==> src/rtl/cnn_clk_pkg.sv <==
// Shared clocking constants for the CNN accelerator strobe divider and its monitor.
package cnn_clk_pkg;

  localparam int CNT_W_DEFAULT   = 28;
  localparam int DIVISOR_DEFAULT = 38;

  typedef enum logic [0:0] {
    IDLE    = 1'b0,
    MEASURE = 1'b1
  } mon_state_t;

endpackage

==> src/rtl/rise_detect.sv <==
// Rising-edge detector for the divided strobe; history register freezes while disabled.
module rise_detect (
  input  logic clock_in,
  input  logic rst,
  input  logic en,
  input  logic strobe_in,
  output logic rise
);

  logic strobe_d;

  always_ff @(posedge clock_in) begin
    if (rst) begin
      strobe_d <= 1'b0;
    end else if (en) begin
      strobe_d <= strobe_in;
    end
  end

  assign rise = en & strobe_in & ~strobe_d;

endmodule

==> src/rtl/strobe_period_monitor.sv <==
// Measures strobe period and high time in clock_in cycles, flags rate errors, tracks lock.
module strobe_period_monitor
  import cnn_clk_pkg::*;
#(
  parameter int CNT_W      = CNT_W_DEFAULT,
  parameter int EXP_PERIOD = DIVISOR_DEFAULT,
  parameter int EXP_HIGH   = 1,
  parameter int TOL        = 0,
  parameter int LOCK_COUNT = 4
) (
  input  logic             clock_in,
  input  logic             rst,
  input  logic             en,
  input  logic             strobe_in,
  input  logic             clear_err,
  output logic [CNT_W-1:0] period_out,
  output logic [CNT_W-1:0] high_out,
  output logic             meas_valid,
  output logic             locked,
  output logic             err_period,
  output logic             err_high,
  output logic             err_timeout,
  output logic             err_sticky
);

  localparam logic [CNT_W-1:0] CNT_MAX  = '1;
  localparam logic [CNT_W-1:0] CNT_ONE  = {{(CNT_W-1){1'b0}}, 1'b1};
  localparam logic [CNT_W:0]   EXP_P_W  = (CNT_W+1)'(EXP_PERIOD);
  localparam logic [CNT_W:0]   EXP_H_W  = (CNT_W+1)'(EXP_HIGH);
  localparam logic [CNT_W:0]   TOL_W    = (CNT_W+1)'(TOL);
  localparam logic [3:0]       LOCK_W   = 4'(LOCK_COUNT);

  mon_state_t       state;
  logic [CNT_W-1:0] period_cnt;
  logic [CNT_W-1:0] high_cnt;
  logic [3:0]       lock_cnt;
  logic             rise;

  logic [CNT_W:0]   period_ext;
  logic [CNT_W:0]   high_ext;
  logic [CNT_W:0]   period_diff;
  logic [CNT_W:0]   high_diff;
  logic             period_bad;
  logic             high_bad;
  logic             capture;
  logic             timeout_hit;
  logic             err_any;

  rise_detect u_rise_detect (
    .clock_in  (clock_in),
    .rst       (rst),
    .en        (en),
    .strobe_in (strobe_in),
    .rise      (rise)
  );

  // Differences are taken one bit wider than the counters so they never wrap.
  always_comb begin
    period_ext  = {1'b0, period_cnt};
    high_ext    = {1'b0, high_cnt};
    period_diff = (period_ext >= EXP_P_W) ? (period_ext - EXP_P_W) : (EXP_P_W - period_ext);
    high_diff   = (high_ext >= EXP_H_W) ? (high_ext - EXP_H_W) : (EXP_H_W - high_ext);
    period_bad  = (period_diff > TOL_W);
    high_bad    = (high_diff > TOL_W);
    capture     = en && (state == MEASURE) && rise;
    timeout_hit = en && (state == MEASURE) && !rise && (period_cnt == CNT_MAX);
    err_any     = (capture && (period_bad || high_bad)) || timeout_hit;
  end

  assign locked = (lock_cnt == LOCK_W);

  always_ff @(posedge clock_in) begin
    if (rst) begin
      state       <= IDLE;
      period_cnt  <= '0;
      high_cnt    <= '0;
      lock_cnt    <= '0;
      period_out  <= '0;
      high_out    <= '0;
      meas_valid  <= 1'b0;
      err_period  <= 1'b0;
      err_high    <= 1'b0;
      err_timeout <= 1'b0;
      err_sticky  <= 1'b0;
    end else begin
      meas_valid  <= capture;
      err_period  <= capture && period_bad;
      err_high    <= capture && high_bad;
      err_timeout <= timeout_hit;

      if (err_any) begin
        err_sticky <= 1'b1;
      end else if (clear_err) begin
        err_sticky <= 1'b0;
      end

      if (capture) begin
        period_out <= period_cnt;
        high_out   <= high_cnt;
        if (period_bad || high_bad) begin
          lock_cnt <= '0;
        end else if (lock_cnt != LOCK_W) begin
          lock_cnt <= lock_cnt + 4'd1;
        end
      end else if (timeout_hit) begin
        lock_cnt <= '0;
      end

      // The rise cycle itself is the first cycle of the new period, hence restart at 1.
      if (en) begin
        case (state)
          IDLE: begin
            if (rise) begin
              state      <= MEASURE;
              period_cnt <= CNT_ONE;
              high_cnt   <= CNT_ONE;
            end
          end
          MEASURE: begin
            if (rise) begin
              period_cnt <= CNT_ONE;
              high_cnt   <= CNT_ONE;
            end else if (period_cnt == CNT_MAX) begin
              state <= IDLE;
            end else begin
              period_cnt <= period_cnt + CNT_ONE;
              high_cnt   <= high_cnt + {{(CNT_W-1){1'b0}}, strobe_in};
            end
          end
          default: state <= IDLE;
        endcase
      end
    end
  end

endmodule

==> config.mk <==
export PLATFORM = sky130hd
export DESIGN_NAME = strobe_period_monitor
export DESIGN_NICKNAME = d
export VERILOG_FILES = /design/src/rtl/cnn_clk_pkg.sv /design/src/rtl/rise_detect.sv /design/src/rtl/strobe_period_monitor.sv
export SDC_FILE = /design/constraint.sdc
export NUM_CORES = 1
export LEC_CHECK = 0
export ABC_AREA = 1
export BUFFER_PORTS_ARGS = -buffer_cell sky130_fd_sc_hd__buf_2
export CORE_ASPECT_RATIO = 1.5
export CORE_MARGIN = 2
export CORE_UTILIZATION = 50
export DETAILED_ROUTE_END_ITERATION = 8
export PLACE_DENSITY = 0.68
export SYNTH_ARGS = -nofsm -noshare
export SYNTH_HDL_FRONTEND = slang
export SYNTH_SLANG_ARGS = --single-unit
==> constraint.sdc <==
create_clock -name clock_in -period 6.22 [get_ports clock_in]
set_input_delay 1.866 -clock clock_in [delete_from_list [all_inputs] [get_ports clock_in]]
set_output_delay 1.866 -clock clock_in [all_outputs]
set_load 0.02 [all_outputs]
==> flow_metrics.tcl <==
set metrics [dict create \
    area_delta_synth_final_pct 10.1 \
    io_buffer_count 66 \
    fin_worst_skew_ns 0.00859 \
    holdPathStages 2 \
    detail-route-antenna-nets 0 \
    slew_headroom 0.364 \
    grt_usage 0.313 \
    crit_arrival_ns 4.53 \
    fill_cells 1813 \
    synth_edf_count 0 \
    gp_congestion 1.01 \
    vias 9428 \
    ys_seq_area_frac 0.282 \
    hpwlAfterDp_um 22800 \
    timing.hold.worst.start "u_rise_detect.strobe_d$_SDFFE_PP0P_" \
    synthCells 1437 \
    final_nets 1491 \
    path_common_cell "nor2_1" \
    tightest_slew_ns 0.953 \
    synth_common_cells "nand2_1, nor2_1, dfxtp_1, inv_1, o21ai_0" \
    crit_buf_inv 3 \
    highest_layer "met4" \
    route.met3.wl_um 1300 \
    synth_top_area_cell "dfxtp_1" \
    ys_ff_latch 123 \
    fp.dieH_um 166 \
    wl_met1_um 10400 \
    peakVddDrop_mv 0.144 \
    path_class "input port to flop" \
    tns_ns 0 \
    swShare 0.286 \
    detailedPlace.worstSlack_ns 1.59 \
    whs_ns 0.463 \
    hold_class "flop to flop" \
    io_pins 67 \
    grt_max_degree 114 \
    yosysMostFrequentCell "nand2_1" \
    critPathSlowestCell "inv_2" \
    htreeDepth 4 \
    drtIter0Drc 720 \
    drc 0 \
    drive_above_1_share 0.122 \
    start_util 0.508 \
    power.internal_uw 1430 \
    clkTransAtPathRegs_ns 0.06 \
    final_util 0.559 \
    p_per_area_mw_per_mm2 208 \
    period_needed_ns 4.22 \
    critPathLaunchType "input port" \
    drv_slew 0 \
    power_frac_seq 0.404 \
    wl_um 29600 \
    ys.flop_type "dfxtp_1" \
    cts_buffers 17 \
    regToRegSetupSlack_ns 2.80 \
    rr_worst_depth 18 \
    finalHoldViolCount 0 \
    clock.fmax_ghz 0.237 \
    cts_setup_buffers 0 \
    die-area_mm2 0.0186 \
    status "complete, no violations" \
    cts-root-buf "clkbuf_16" \
    drtPass1Iterations 7 \
    combPwrFrac 0.117 \
    setup_slack_ns 2.00 \
    n_antenna_cell 0 \
    synth_area_leaders "dfxtp_1, nand2_1, nor2_1" \
    die_w_um 112 \
    crit_path_end_kind "flop" \
    worstPathMaxFanout 25 \
    r2r-end "high_cnt[24]$_SDFFE_PP0P_" \
    wl_met2_um 15900 \
    clkLatencyLatePin_ns 0.42 \
    clk_path_buf_depth 2 \
    grt_pass1_vias 8807 \
    cts_hold_buf 0 \
    rows 59 \
    post_drt_wl_per_cell_um 17.4 \
    yosysTopAreaCellShare 0.282 \
    postSynth.asyncResetShare 0 \
    grt_first_pass_wirelength_um 46000 \
    cts_sinks 123 \
    antenna_found_initial 0 \
    worstPathRequired_ns 6.53 \
    p_switching_uw 572 \
    syn-num-nets 1454 \
    overflow 0 \
    viasPerCell 5.55 \
    cts_resized 0 \
    avgSynthCellArea_um2 6.07 \
    rsz0062_at_grt "false" \
    critical_path.cell_chain "buf_2, nand2_1, nor2_1, inv_1, nand2_1, nand3_2, inv_2, nand3_1, nor2_1, nand2_1, nor2_1, nand4_1, nor2_1, nor3_1" \
    setup_violations 0 \
    power.total_uw 2000 \
    synth_cell_type_count 44 \
    drv_cap 0 \
    p_leak_uw 0.00482 \
    cts_tree "done" \
    r2r-start "period_cnt[1]$_SDFFE_PP0P_" \
    period_share 0.678 \
    synth_area_mm2 0.00873 \
    synth_warnings 0 \
    core_mm2 0.0172 \
    cpLargestDelayFamily "simple AND/OR/NAND/NOR gates" \
    clkPwrFrac 0.479 \
    hold_end "u_rise_detect.strobe_d$_SDFFE_PP0P_" \
    cpPeakStageDelay_ns 0.41 \
]
==> worst max-delay path by stage <==
stage | from | end | slack (ns) | depth (start not counted)
finish | strobe_in | high_cnt[20]$_SDFFE_PP0P_ | 2.00 | 14
global route | en | high_cnt[24]$_SDFFE_PP0P_ | 1.61 | 15
CTS | en | high_cnt[24]$_SDFFE_PP0P_ | 2.02 | 15
detailed placement | en | high_cnt[24]$_SDFFE_PP0P_ | 1.59 | 15
global placement | strobe_in | high_cnt[24]$_SDFFE_PP0P_ | 1.65 | 14
floorplan | strobe_in | high_cnt[26]$_SDFFE_PP0P_ | 2.57 | 12
==> metal layers <==
layer | global-route usage | vias to the layer above
met2 | 0.586 | 332
met3 | 0.0325 | 109
met5 | 0 | -
li1 | - | 4712
met4 | 0.199 | 0
met1 | 0.326 | 4275
==> area by class of cell <==
class	count	area [um2]	share of cell area
Clock buffer	17	425	0.0442
Clock inverter	15	139	0.0144
Inverter	132	497	0.0517
Multi-Input combinational cell	1131	5470	0.569
Sequential cell	123	2460	0.256
Tap cell	213	267	0.0277
Timing Repair Buffer	69	353	0.0367
==> power groups by stage <==
| stage | registers [uW] | logic (uW) | clock network, uW |
|---|---|---|---|
| finish | 809 | 234 | 957 |
| detailed placement | 826 | 232 | 0 |
| global route | 810 | 261 | 1000 |
| floorplan | 833 | 171 | 0 |
| global placement | 826 | 230 | 0 |
| CTS | 808 | 233 | 964 |
==> state kept, by name (all words and copies together), names as in the netlist <==
register and count:
high_cnt 28, u_rise_detect.strobe_d 1, meas_valid 1, period_cnt 28, err_sticky 1, high_out 28, lock_cnt 4, err_high 1
err_period 1, state 1, period_out 28, err_timeout 1
==> cells by family (layout without fill, tap and decap cells) <==
kind of cell,Yosys count,after routing,synth area share
simple gates,875,875,0.447
compound gates,209,209,0.126
buf+inv,183,233,0.0920
flops,123,123,0.282
xor+xnor,35,35,0.0351
fa+ha+maj,12,12,0.0172
==> layout by cell type, fill, tap and decap left out, types with 3 or more instances in the layout <==
cell type | Yosys | layout
xor2_1 | 34 | 34
nor2_2 | 25 | 25
a211oi_1 | 5 | 5
nand4_1 | 37 | 37
o21ai_0 | 94 | 94
inv_1 | 117 | 117
inv_6 | 0 | 6
o21ai_1 | 4 | 4
clkinv_1 | 3 | 3
a21oi_1 | 90 | 90
a31oi_1 | 3 | 3
nand3_2 | 3 | 3
clkinv_2 | 1 | 3
ha_1 | 12 | 12
nand3_1 | 88 | 88
nand2_2 | 15 | 15
nand2_4 | 5 | 5
nor2_1 | 225 | 224
buf_2 | 11 | 66
clkinvlp_4 | 0 | 5
nor2_4 | 13 | 14
nor2_8 | 3 | 3
nor4_1 | 9 | 9
inv_2 | 11 | 11
dfxtp_1 | 123 | 123
clkbuf_16 | 0 | 17
buf_4 | 5 | 3
nand2_1 | 409 | 409
nor3_1 | 36 | 36
==> worst reg2reg max path: stages (launching register included) <==
cell     delay, ns
dfxtp_1       0.63
ha_1          0.29
nand2_1       0.11
nor2_1        0.21
nand3_1       0.18
nor2_1        0.17
nand2_1       0.08
nor3_1        0.22
nand2_1       0.10
nand3_2       0.37
inv_2         0.25
nand3_1       0.17
nor2_1        0.06
nand2_1       0.08
nor2_1        0.09
nand2_1       0.12
o21ai_1       0.07
nand2_1       0.07
nor2_1        0.04
==> per-stage QoR <==
stage                     instances  cell area (um2)
after floorplan                1437             8730
after global placement         1668             9050
after detailed placement       1668             9050
after CTS                      1700             9610
after global routing           1700             9610
final                          1700             9610
(Power assumes the default switching activity.)
